==> src/rtl/req_arbiter8.sv <==
// Eight-requester arbiter with fixed or round-robin priority, grant hold, and
// forced preemption after MAX_HOLD consecutive granted cycles. All outputs registered.
module req_arbiter8 #(
    parameter int unsigned MAX_HOLD = 16
) (
    input  logic       clk,
    input  logic       rst,
    input  logic       rr_mode,
    input  logic [7:0] req,
    output logic [7:0] grant,
    output logic [2:0] grant_id,
    output logic       grant_valid,
    output logic       preempt
);

    typedef enum logic [0:0] {
        IDLE  = 1'b0,
        GRANT = 1'b1
    } state_t;

    localparam logic [7:0] HOLD_LIMIT = 8'(MAX_HOLD);

    state_t     state_q, state_d;
    logic [7:0] grant_q, grant_d;
    logic [2:0] grant_id_q, grant_id_d;
    logic       grant_valid_q, grant_valid_d;
    logic       preempt_q, preempt_d;
    logic [2:0] last_id_q, last_id_d;
    logic [7:0] hold_cnt_q, hold_cnt_d;
    logic [2:0] win_s;

    function automatic logic [2:0] fixed_pick(input logic [7:0] r);
        logic [2:0] w;
        w = 3'd0;
        for (int i = 0; i < 8; i++) begin
            if (r[i]) begin
                w = 3'(i);
            end else begin
                w = w;
            end
        end
        return w;
    endfunction

    // Downward search starting just below last, so last itself is tried last.
    function automatic logic [2:0] rr_pick(input logic [7:0] r, input logic [2:0] last);
        logic [2:0] w;
        logic [2:0] idx;
        logic       found;
        w     = 3'd0;
        found = 1'b0;
        for (int i = 0; i < 8; i++) begin
            idx = last - 3'd1 - 3'(i);
            if (!found && r[idx]) begin
                w     = idx;
                found = 1'b1;
            end else begin
                found = found;
            end
        end
        return w;
    endfunction

    // Next-state and next-output computation for the arbitration FSM.
    always_comb begin
        state_d       = state_q;
        grant_d       = grant_q;
        grant_id_d    = grant_id_q;
        grant_valid_d = grant_valid_q;
        preempt_d     = 1'b0;
        last_id_d     = last_id_q;
        hold_cnt_d    = hold_cnt_q;
        win_s         = rr_mode ? rr_pick(req, last_id_q) : fixed_pick(req);
        case (state_q)
            IDLE: begin
                if (req != 8'h00) begin
                    state_d       = GRANT;
                    grant_d       = 8'h01 << win_s;
                    grant_id_d    = win_s;
                    grant_valid_d = 1'b1;
                    last_id_d     = win_s;
                    hold_cnt_d    = 8'd1;
                end else begin
                    state_d       = IDLE;
                end
            end
            GRANT: begin
                if (!req[grant_id_q]) begin
                    state_d       = IDLE;
                    grant_d       = 8'h00;
                    grant_valid_d = 1'b0;
                end else if (hold_cnt_q == HOLD_LIMIT) begin
                    state_d       = IDLE;
                    grant_d       = 8'h00;
                    grant_valid_d = 1'b0;
                    preempt_d     = 1'b1;
                end else begin
                    hold_cnt_d    = hold_cnt_q + 8'd1;
                end
            end
            default: begin
                state_d       = IDLE;
                grant_d       = 8'h00;
                grant_valid_d = 1'b0;
            end
        endcase
    end

    // State and output registers with synchronous reset.
    always_ff @(posedge clk) begin
        if (rst) begin
            state_q       <= IDLE;
            grant_q       <= 8'h00;
            grant_id_q    <= 3'd0;
            grant_valid_q <= 1'b0;
            preempt_q     <= 1'b0;
            last_id_q     <= 3'd0;
            hold_cnt_q    <= 8'd0;
        end else begin
            state_q       <= state_d;
            grant_q       <= grant_d;
            grant_id_q    <= grant_id_d;
            grant_valid_q <= grant_valid_d;
            preempt_q     <= preempt_d;
            last_id_q     <= last_id_d;
            hold_cnt_q    <= hold_cnt_d;
        end
    end

    assign grant       = grant_q;
    assign grant_id    = grant_id_q;
    assign grant_valid = grant_valid_q;
    assign preempt     = preempt_q;

endmodule

==> config.mk <==
export PLATFORM = sky130hd
export DESIGN_NAME = req_arbiter8
export DESIGN_NICKNAME = d
export VERILOG_FILES = /design/src/rtl/req_arbiter8.sv
export SDC_FILE = /design/constraint.sdc
export NUM_CORES = 1
export LEC_CHECK = 0
export BUFFER_PORTS_ARGS = -buffer_cell sky130_fd_sc_hd__buf_2
export CORE_MARGIN = 2
export CORE_UTILIZATION = 45
export DETAILED_ROUTE_END_ITERATION = 16
export PLACE_DENSITY = 0.64
export SETUP_SLACK_MARGIN = 0.4
export SLEW_MARGIN = 20
export SYNTH_ARGS = -nofsm -noshare
export SYNTH_HDL_FRONTEND = slang
export SYNTH_SLANG_ARGS = --single-unit
export TNS_END_PERCENT = 100
==> constraint.sdc <==
create_clock -name clk -period 4.6 [get_ports clk]
set_input_delay 0.23 -clock clk [delete_from_list [all_inputs] [get_ports clk]]
set_output_delay 0.23 -clock clk [all_outputs]
set_load 0.03 [all_outputs]
# --- Word level (Yosys, flattened, before mapping) ---
# Cells that the tools add are included.
# W data, S select, Z words.
totals:
  mem_count: 0
  ff_bits: 22
  rom_bits: 0
  elab_cells: 109
  latchBits: 0
  ramBits: 0
  output_inout_bits: 13
  in_bits: 11
classes:
  n_eq_ne: 5
  multipliers: 0
  n_addsub: 9
  div: 0
  bitwise: 2
  shift: 1
  muxes: 58
  n_reduce_logical: 19
  magnitude_cmp: 9
op_table:
  columns: ["operator", "n"]
  rows:
  - ["$mux W8", 6]
  - ["$mux W3", 15]
  - ["$lt A3 B4 Y1 const B", 9]
  - ["$pmux W8 S2", 2]
  - ["$bmux W1 S3", 9]
  - ["$mux W1", 24]
  - ["$sub A3 B3 Y3 const B", 4]
  - ["$add A8 B1 Y8 const B", 1]
  - ["$eq A8 B5 Y1 const B", 1]
  - ["$reduce_bool A8 Y1", 1]
  - ["$shl A1 B3 Y8 const A", 1]
  - ["$logic_and A1 B1 Y1", 7]
  - ["$logic_not A1 Y1", 7]
  - ["$sub A3 B1 Y3 const B", 2]
  - ["$sub A3 B2 Y3 const B", 2]
  - ["$ne A2 B2 Y1 const B", 2]
  - ["$pmux W1 S2", 2]
  - ["$reduce_and A2 Y1", 2]
  - ["$ne A3 B2 Y1 const B", 1]
  - ["$reduce_and A3 Y1", 1]
  - ["$reduce_or A3 Y1", 1]
  - ["$ne A2 B1 Y1 const B", 1]
  - ["$not A1 Y1", 2]

# --- Longest topological paths before layout ---
# Gate-level depths: netlist (run 1).
depth:
  ltp_word: 29
  depth_mapped: 14

# --- Worst setup path after synthesis (run 1) ---
# No wires, ideal clock.
synth_timing:
  path_type: "reg2reg"
  from: "register last_id_q[0]"
  to: "register grant_q[4] (netlist: grant[4])"
  setup_time_ns: 0.069
  period_less_slack_ns: 3.553
  path_stages_with_launch: 13
  arrival_ns: 3.484
  path_buffers: 2
  slack_ns: 1.047
  cell_sequence: "dfxtp_1 -> buf_2 -> inv_1 -> ha_1 -> buf_6 -> or3_1 -> o2111a_1 -> o41ai_4 -> a32oi_1 -> a211oi_2 -> o221ai_4 -> a211o_1 -> o21ai_1"
synth_between:
  elab_chain_cells: 29
  word_cells_on_any_way: 62
  classes_between: "add/sub: 8; eq/ne: 1; shift: 1; mux: 37; reduce/logical: 15"
synth_rtl:
  columns: ["element", "line_no", "source"]
  rows:
  - ["start: declaration", "28", "logic [2:0] last_id_q, last_id_d;"]
  - ["start signal: assignment", "125", "last_id_q <= last_id_d;"]
  - ["branches (longest 29 deep; another with $sub A3 B1 Y3)", null, null]
  - ["end signal: assignment", "121", "grant_q <= grant_d;"]
  - ["end: declaration", "24", "logic [7:0] grant_q, grant_d;"]
# Several ways; the timed one is not identified. The select of a mux whose other input is x is not followed.
# A chain may end at the register's enable or synchronous reset.

# --- Worst setup path in the final report (run 1) ---
layout_timing:
  from: "register last_id_q[1]"
  to: "register grant_q[0] (netlist: grant[0])"
# Same word-level chain as after synthesis.

==> results of run 1 <==
-- report_power, final --
| group | internal, mW | switching (mW) |
|---|---|---|
| combinational | 0.670 | 0.879 |
| clock | 0.116 | 0.0642 |
| sequential | 0.225 | 0.0403 |
| total | 1.01 | 0.984 |
-- cells by family after synthesis --
family                     after synthesis
and+or+nand+nor                         96
adders and majority gates                4
AOI/OAI and AO/OA                       68
DFF                                     22
xor gates and xnor gates                10
buffers and inverters                   29
muxes                                   32
-- synth_stat cells, types with 3 or more instances --
cell type / number / area share
nand4_1: 5 / 0.013
dfxtp_1: 22 / 0.19
xor2_1: 5 / 0.018
mux2_2: 7 / 0.033
nor2b_1: 5 / 0.013
o21ai_0: 11 / 0.023
inv_1: 8 / 0.013
nand3_1: 6 / 0.013
nand2_1: 21 / 0.033
o21ai_1: 7 / 0.015
a21oi_1: 8 / 0.017
nand2b_1: 5 / 0.013
o31ai_2: 3 / 0.016
o31ai_1: 4 / 0.013
nor2_1: 25 / 0.039
buf_2: 7 / 0.015
clkbuf_1: 6 / 0.0095
buf_6: 4 / 0.019
or3_1: 4 / 0.011
o2111a_1: 3 / 0.014
ha_1: 4 / 0.021
mux2i_1: 9 / 0.038
mux4_2: 13 / 0.12
a31oi_1: 4 / 0.011
nor3_1: 6 / 0.013
and3_1: 3 / 0.0079
-- path summary, 6_finish.rpt --
path | startpoint | end | slack, ps | cells past startpoint
worst max-delay path | last_id_q[1] | grant[0] | 760 | 11
worst min-delay path | rst | grant_valid | 280 | 2
worst max register to register | last_id_q[1] | grant[0] | 760 | 11
worst min register to register | grant[4] | grant[4] | 460 | 2
-- final cells by class --
cell class	instances	area (sq um)	area share
multi-input combinational	210	1784	0.6994
sequential	22	440.4	0.1726
timing repair buffer	26	137.6	0.05395
tap	70	87.58	0.03433
clock buffer	3	41.29	0.01618
clock inverter	1	30.03	0.01177
inverter	8	30.03	0.01177
-- state kept, by name, summed over array words and instances (netlist names) --
signal,flops
grant,8
grant_valid,1
hold_cnt_q,8
last_id_q,3
preempt,1
state_q,1
-- stage by stage --
step           power [mW]  area [sq um]
3_5_place_dp        1.795          2480
2_1_floorplan       1.567          2380
6_report            1.995          2551
4_1_cts             1.986          2551
3_3_place_gp        1.797          2480
5_1_grt             2.139          2551
-- routing by layer --
metal  up-vias  track usage  routed length [microns]
met5         -            0                        0
met4         0      0.03818                       68
met3        10      0.03412                      407
li1       1017            -                        -
met1      1004       0.3053                     2737
met2        81       0.3053                     2532
-- worst max-delay path: cells and delay by family (launching register included) --
| kind | cells | cell delay, ps |
|---|---|---|
| AO/OA/AOI/OAI | 4 | 980 |
| adder cells (fa/ha/maj) | 1 | 730 |
| buffers and inverters | 2 | 460 |
| flip-flops | 1 | 430 |
| multiplexers | 2 | 910 |
| AND/OR/NAND/NOR | 2 | 250 |
==> metrics.md, run 1 <==
| Metric | Value |
|---|---|
| Vias | 2112 |
| Initial antenna violation count | 0 |
| Clock transition at path regs | 80 ps |
| Warnings from Yosys | 0 |
| HPWL Detailed | 4191 microns |
| Syn_nets | 276 |
| Die width | roughly 77 microns |
| Largest net degree at the start of global routing | 33 |
| PwrDens | 782.0 nW/um^2 |
| Cts repair resizes | 0 |
| Lkg Pwr | 0.9483 nW |
| I/O Buffers | 23 |
| Crit path DAT | a little over 4000 ps |
| 1st-pass router iterations | 6 |
| Final wirelength | 5745 microns |
| Num rows | 26 |
| Synth Area in XOR/XNOR | 0.05205 |
| Antenna-violating nets left | 0 |
| Die area | 5886 sq um |
| Crit-path max FO | 19 |
| Finish-stage setup viols | 0 |
| Clock sink count | 22 |
| WL per Instance | 16.90 microns |
| FILL cells | 521 |
| Synth Register Bits | 22 |
| CTS max path bufs | 2 |
| Area of the core | ~5100 sq um |
| RSZ-0062 raised after global routing | false |
| Mapped Area | 2380 sq um |
| I/O pins | 24 |
| Hold Violations, Final | 0 |
| Diodes inserted | 0 |
| Leading cell types in the layout, fill and taps excluded | nor2_1 (25), buf_2 (23), dfxtp_1 (22), nand2_1 (21), mux4_2 (13) |
| Final std cells w/o fill | 340 |
| Max incr delay on CP | 730 ps |
| GPL Wtd Cong | 0.8994 |
| CTS Buf Count | 3 |
| Worst hold path type | in2reg |
| Worst IR Drop VDD | between 300 and 400 uV |
| Status | complete, no violations |
| Post-CTS Setup Repair Bufs | 0 |
| Area grow syn2layout | 7.203% |
| Post-synthesis mux area share | 0.2140 |
| Synth Area in Adders | 0.02103 |
| Hold-fix buffers, CTS | 0 |
| Main combinational cell family by area after synthesis | compound AO/OA/AOI/OAI gates |
| Die H | 76.72 microns |
| Register area share after synthesis | 0.1851 |
| Final Cycle Share | 0.8340 |
| Via/cell ratio | 6.212 |
| Vias in the first global route | 1985 |
| Maxcap violations | 0 |
| CTS Root Cell | clkbuf_8 |
| Worst setup path class | reg2reg |
| Setup_tns | 0 ps |
| Initial DRC Count | 155 |
| Overflow after GRT | 0 |
| Syn Area/Cell | 9.118 sq um |
| Commonest non-fill, non-tap cell in the layout | nor2_1 |
| First-pass GRT wire length | 9846 microns |
| Most used DFF post-synth | dfxtp_1 |
| Worst setup margin | 763.8 ps |
| Ys async rst share | 0 |
| Synth Area in Compound Gates | 0.2419 |
| Worst slew margin | 0.5532 |
| Global-route usage over all layers | 0.2025 |
| CTS tree | built |
| Slowest stage cell, crit path | ha_1 |
| Setup crit end kind | flip-flop |
| Synth cell types | between 70 and 80 |
| Final hold slack | 283.2 ps |
| Skew-Pair Late Insertion Delay | 270 ps |
| Slew @ Worst Pin | 669.3 ps |
| EDFF count, synth | 0 |
| Clk_skew | 5.112 ps |
| CP Cell Sequence | inv_1, ha_1, buf_4, mux2_2, mux4_2, nor2_1, nand2_1, a211oi_2, o221ai_4, a211o_1, o21ai_1 |
| CTS H-Tree Depth | 1 |
| Pre-CTS setup slack | 795.5 ps |
| Initial Utilization | 0.4659 |
| Nets@finish | 286 |
| Post-layout min period | 3836 ps |
| WP data required | 4800 ps |
| Cell count after synthesis | roughly 260 |
| Worst Setup Start Kind | flip-flop |
| Max Freq | approximately 260 MHz |
| Share of post-route cells with drive strength above 1 | 0.2704 |
| Post-route DRC | 0 |
| Placed Instances | 336 |
| Max-slew violations | 0 |
| Finished Core Util | 0.4995 |
| Simple-gate share of the synthesized area | 0.2208 |
(Power assumes the default switching activity.)
==> run 2, diff against run 1 <==
--- a/config.mk
+++ b/config.mk
@@ -5,6 +5,7 @@
 export SDC_FILE = /design/constraint.sdc
 export NUM_CORES = 1
 export LEC_CHECK = 0
+export ABC_AREA = 1
 export BUFFER_PORTS_ARGS = -buffer_cell sky130_fd_sc_hd__buf_2
 export CORE_MARGIN = 2
 export CORE_UTILIZATION = 45
==> constraint.sdc (replaced) <==
create_clock -name clk -period 3.6 [get_ports clk]
set_input_delay 0.18 -clock clk [delete_from_list [all_inputs] [get_ports clk]]
set_output_delay 0.18 -clock clk [all_outputs]
set_load 0.03 [all_outputs]
==> metrics.md, run 2 <==
| Metric | Value |
|---|---|
| Crit-path max FO | 12 |
| I/O Buffers | 23 |
| Syn Area/Cell | between 5 and 6 sq um |
| Leading cell types in the layout, fill and taps excluded | nand2_1 (114), nor2_1 (40), inv_1 (35), nand3_1 (33), buf_2 (23) |
| Ys async rst share | 0 |
| Antenna-violating nets left | 0 |
| Diodes inserted | 0 |
| Register area share after synthesis | 0.2214 |
| 1st-pass router iterations | 4 |
| CTS H-Tree Depth | 1 |
| Slowest stage cell, crit path | dfxtp_2 |
| CTS Buf Count | 3 |
| Initial DRC Count | 169 |
| Max incr delay on CP | 370 ps |
| FF-to-FF path depth | 21 |
| Syn_nets | 353 |
| CTS tree | built |
| Die width | between 70 and 80 microns |
| EDFF count, synth | 0 |
| CP Cell Sequence | inv_1, ha_1, buf_4, clkinvlp_4, nand2_1, nand2_2, nand2_1, nand2_1, nand2_1, nand2_4, nand2_1, nand2_1, o21ai_1, nand2_1, nor2_1, nand3_1, o21ai_2, nand2_1, nor2_1, nor2_1, nor2_1 |
| RSZ-0062 raised after global routing | false |
| Worst Setup Start Kind | flip-flop |
| Largest net degree at the start of global routing | 19 |
| Commonest non-fill, non-tap cell in the layout | nand2_1 |
| Area grow syn2layout | 12.20% |
| Setup crit end kind | flip-flop |
| Clk_skew | around 6.4 ps |
| WL per Instance | 12.06 microns |
| Initial Utilization | 0.4633 |
| Num rows | 24 |
| Hold Violations, Final | 0 |
| Clock sink count | 22 |
| Initial antenna violation count | 0 |
| Mapped Area | 1989 sq um |
| I/O pins | 24 |
| Top cells by area, synth | dfxtp_1 (22%), nand2_1 (22%), nand3_1 (8.3%) |
| Synth Register Bits | 22 |
| Worst r2r src | last_id_q[1] |
| Area of the core | 4294 sq um |
| Clock transition at path regs | 80 ps |
| First-pass GRT wire length | 8742 microns |
| HPWL Detailed | 4046 microns |
| Setup crit end | grant[4] |
| Hold-fix buffers, CTS | 0 |
| Die H | 70.49 microns |
| Skew-Pair Late Insertion Delay | between 200 and 300 ps |
| Final wirelength | 5015 microns |
| RR Endpoint | grant[4] |
| Synth cell types | 33 |
| Post-layout min period | 2848 ps |
| CTS max path bufs | 2 |
| Slew @ Worst Pin | 489.6 ps |
| Area post-placement | 2127 sq um |
| Area leader, netlist | dfxtp_1 |
| WP data required | 3800 ps |
| Critical Path Start | last_id_q[1] |
| Cell count after synthesis | around 340 |
| Warnings from Yosys | 0 |
| CTS Root Cell | clkbuf_8 |
| Die area | between 4000 and 5000 sq um |
| Worst hold path type | in2reg |
| CP dominant cell by count | nand2_1 |
| Overflow after GRT | 0 |
| Most numerous cell in the Yosys netlist | nand2_1 |
| Worst setup path class | reg2reg |
| Nets@finish | 380 |
| Max Freq | 351.1 MHz |
| Most used DFF post-synth | dfxtp_1 |
| Post-synth top area share | 0.2214 |
| Reg2Reg Setup Slack | 750 ps |
| Finished Core Util | 0.5198 |
| Post-route DRC | 0 |
| Final Cycle Share | 0.7911 |
| Setup_tns | 0 ps |
| Max-slew violations | 0 |
| Via/cell ratio | about 5.1 |
| Finish-stage setup viols | 0 |
| Maxcap violations | 0 |
| Commonest cells post-synth | nand2_1 (114), nor2_1 (40), inv_1 (36), nand3_1 (33), dfxtp_1 (22) |
| Worst slew margin | 0.6706 |
| Status | complete, no violations |
| Vias in the first global route | 1988 |
| Share of post-route cells with drive strength above 1 | 0.1978 |
| Vias | 2118 |
| Global-route usage over all layers | 0.2136 |
| Post-layout instance area | 2232 sq um |
| Crit path DAT | 3050 ps |
| GPL Wtd Cong | roughly 0.9 |
## run 2: cell count changes after synthesis, sizes merged, moves of 7 or more
cell / before / now
o21ai: 18 / 9
nand2: 21 / 130
nand3: 6 / 39
mux2i: 11 / 0
inv: 8 / 42
or3: 7 / 0
mux2: 8 / 0
nor2: 25 / 46
buf: 15 / 6
mux4: 13 / 0
## run 2: stage by stage
| stage | hold WS (ps) | worst slack [ps] | std cells |
|---|---|---|---|
| after global placement | 445.9 | 554.5 | 408 |
| after detailed placement | 450.4 | 552.9 | 408 |
| after global routing | 254.4 | 415.2 | 416 |
| after CTS | 242.5 | 533.2 | 412 |
| final | 240.5 | 752.2 | 416 |
| after floorplan | 258.5 | 776.4 | 338 |
## run 2: cells by family (layout without fill, tap and decap cells)
family          after synthesis  after routing  synth area share
simple gates                232            232            0.5535
flops                        22             22            0.2214
fa+ha+maj                     4              4           0.02516
compound gates               31             31           0.08805
buf+inv                      49             75            0.1119
## run 2: timing repair
action / CTS / global route
resized for setup: 0 / 3
endpoints found under the hold margin: 0 / 0
setup endpoints to repair: 0 / 9
buffers inserted: 0 / 3
## run 2: metal layers
metal / share of wire / wire length, microns / vias up / track usage
met1: 0.47 / 2378 / 940 / 0.2719
met5: 0 / 0 / - / 0
li1: - / - / 1142 / -
met3: 0.020 / 100 / 4 / 0.01732
met2: 0.50 / 2488 / 32 / 0.3878
met4: 0.0096 / 48 / 0 / 0.04915
## run 2: worst min path at each step
stage / depth (start not counted) / startpoint / end / slack [ps]
6_report: 2 / rst / grant[1] / 240
5_1_grt: 2 / rst / grant[5] / 250
4_1_cts: 2 / rst / grant[5] / 240
3_5_place_dp: 1 / hold_cnt_q[7] / hold_cnt_q[7] / 450
3_3_place_gp: 1 / hold_cnt_q[7] / hold_cnt_q[7] / 450
2_1_floorplan: 1 / rst / hold_cnt_q[1] / 260
## run 2: area by class of cell
| type | instances | area (sq um) |
|---|---|---|
| Clock buffer | 3 | 41.29 |
| Inverter | 42 | 168.9 |
| Fill cell | 448 | 2062 |
| Timing Repair inverter | 1 | 5.005 |
| Multi-Input combinational cell | 267 | 1326 |
| Timing Repair Buffer | 28 | 152.6 |
| Tap cell | 52 | 65.06 |
| Clock inverter | 1 | 30.03 |
| Sequential cell | 22 | 442.9 |
## run 2: worst max-delay path: cells and delay by family (launching register included)
| kind | cells | cell delay [ps] |
|---|---|---|
| compound gates | 2 | 300 |
| simple gates | 15 | 1390 |
| fa+ha+maj | 1 | 290 |
| buf+inv | 3 | 440 |
| flops | 1 | 370 |
Power of run 2 is not shown: default switching activity piles up to over one toggle a cycle in this logic, so the estimate is an artifact.
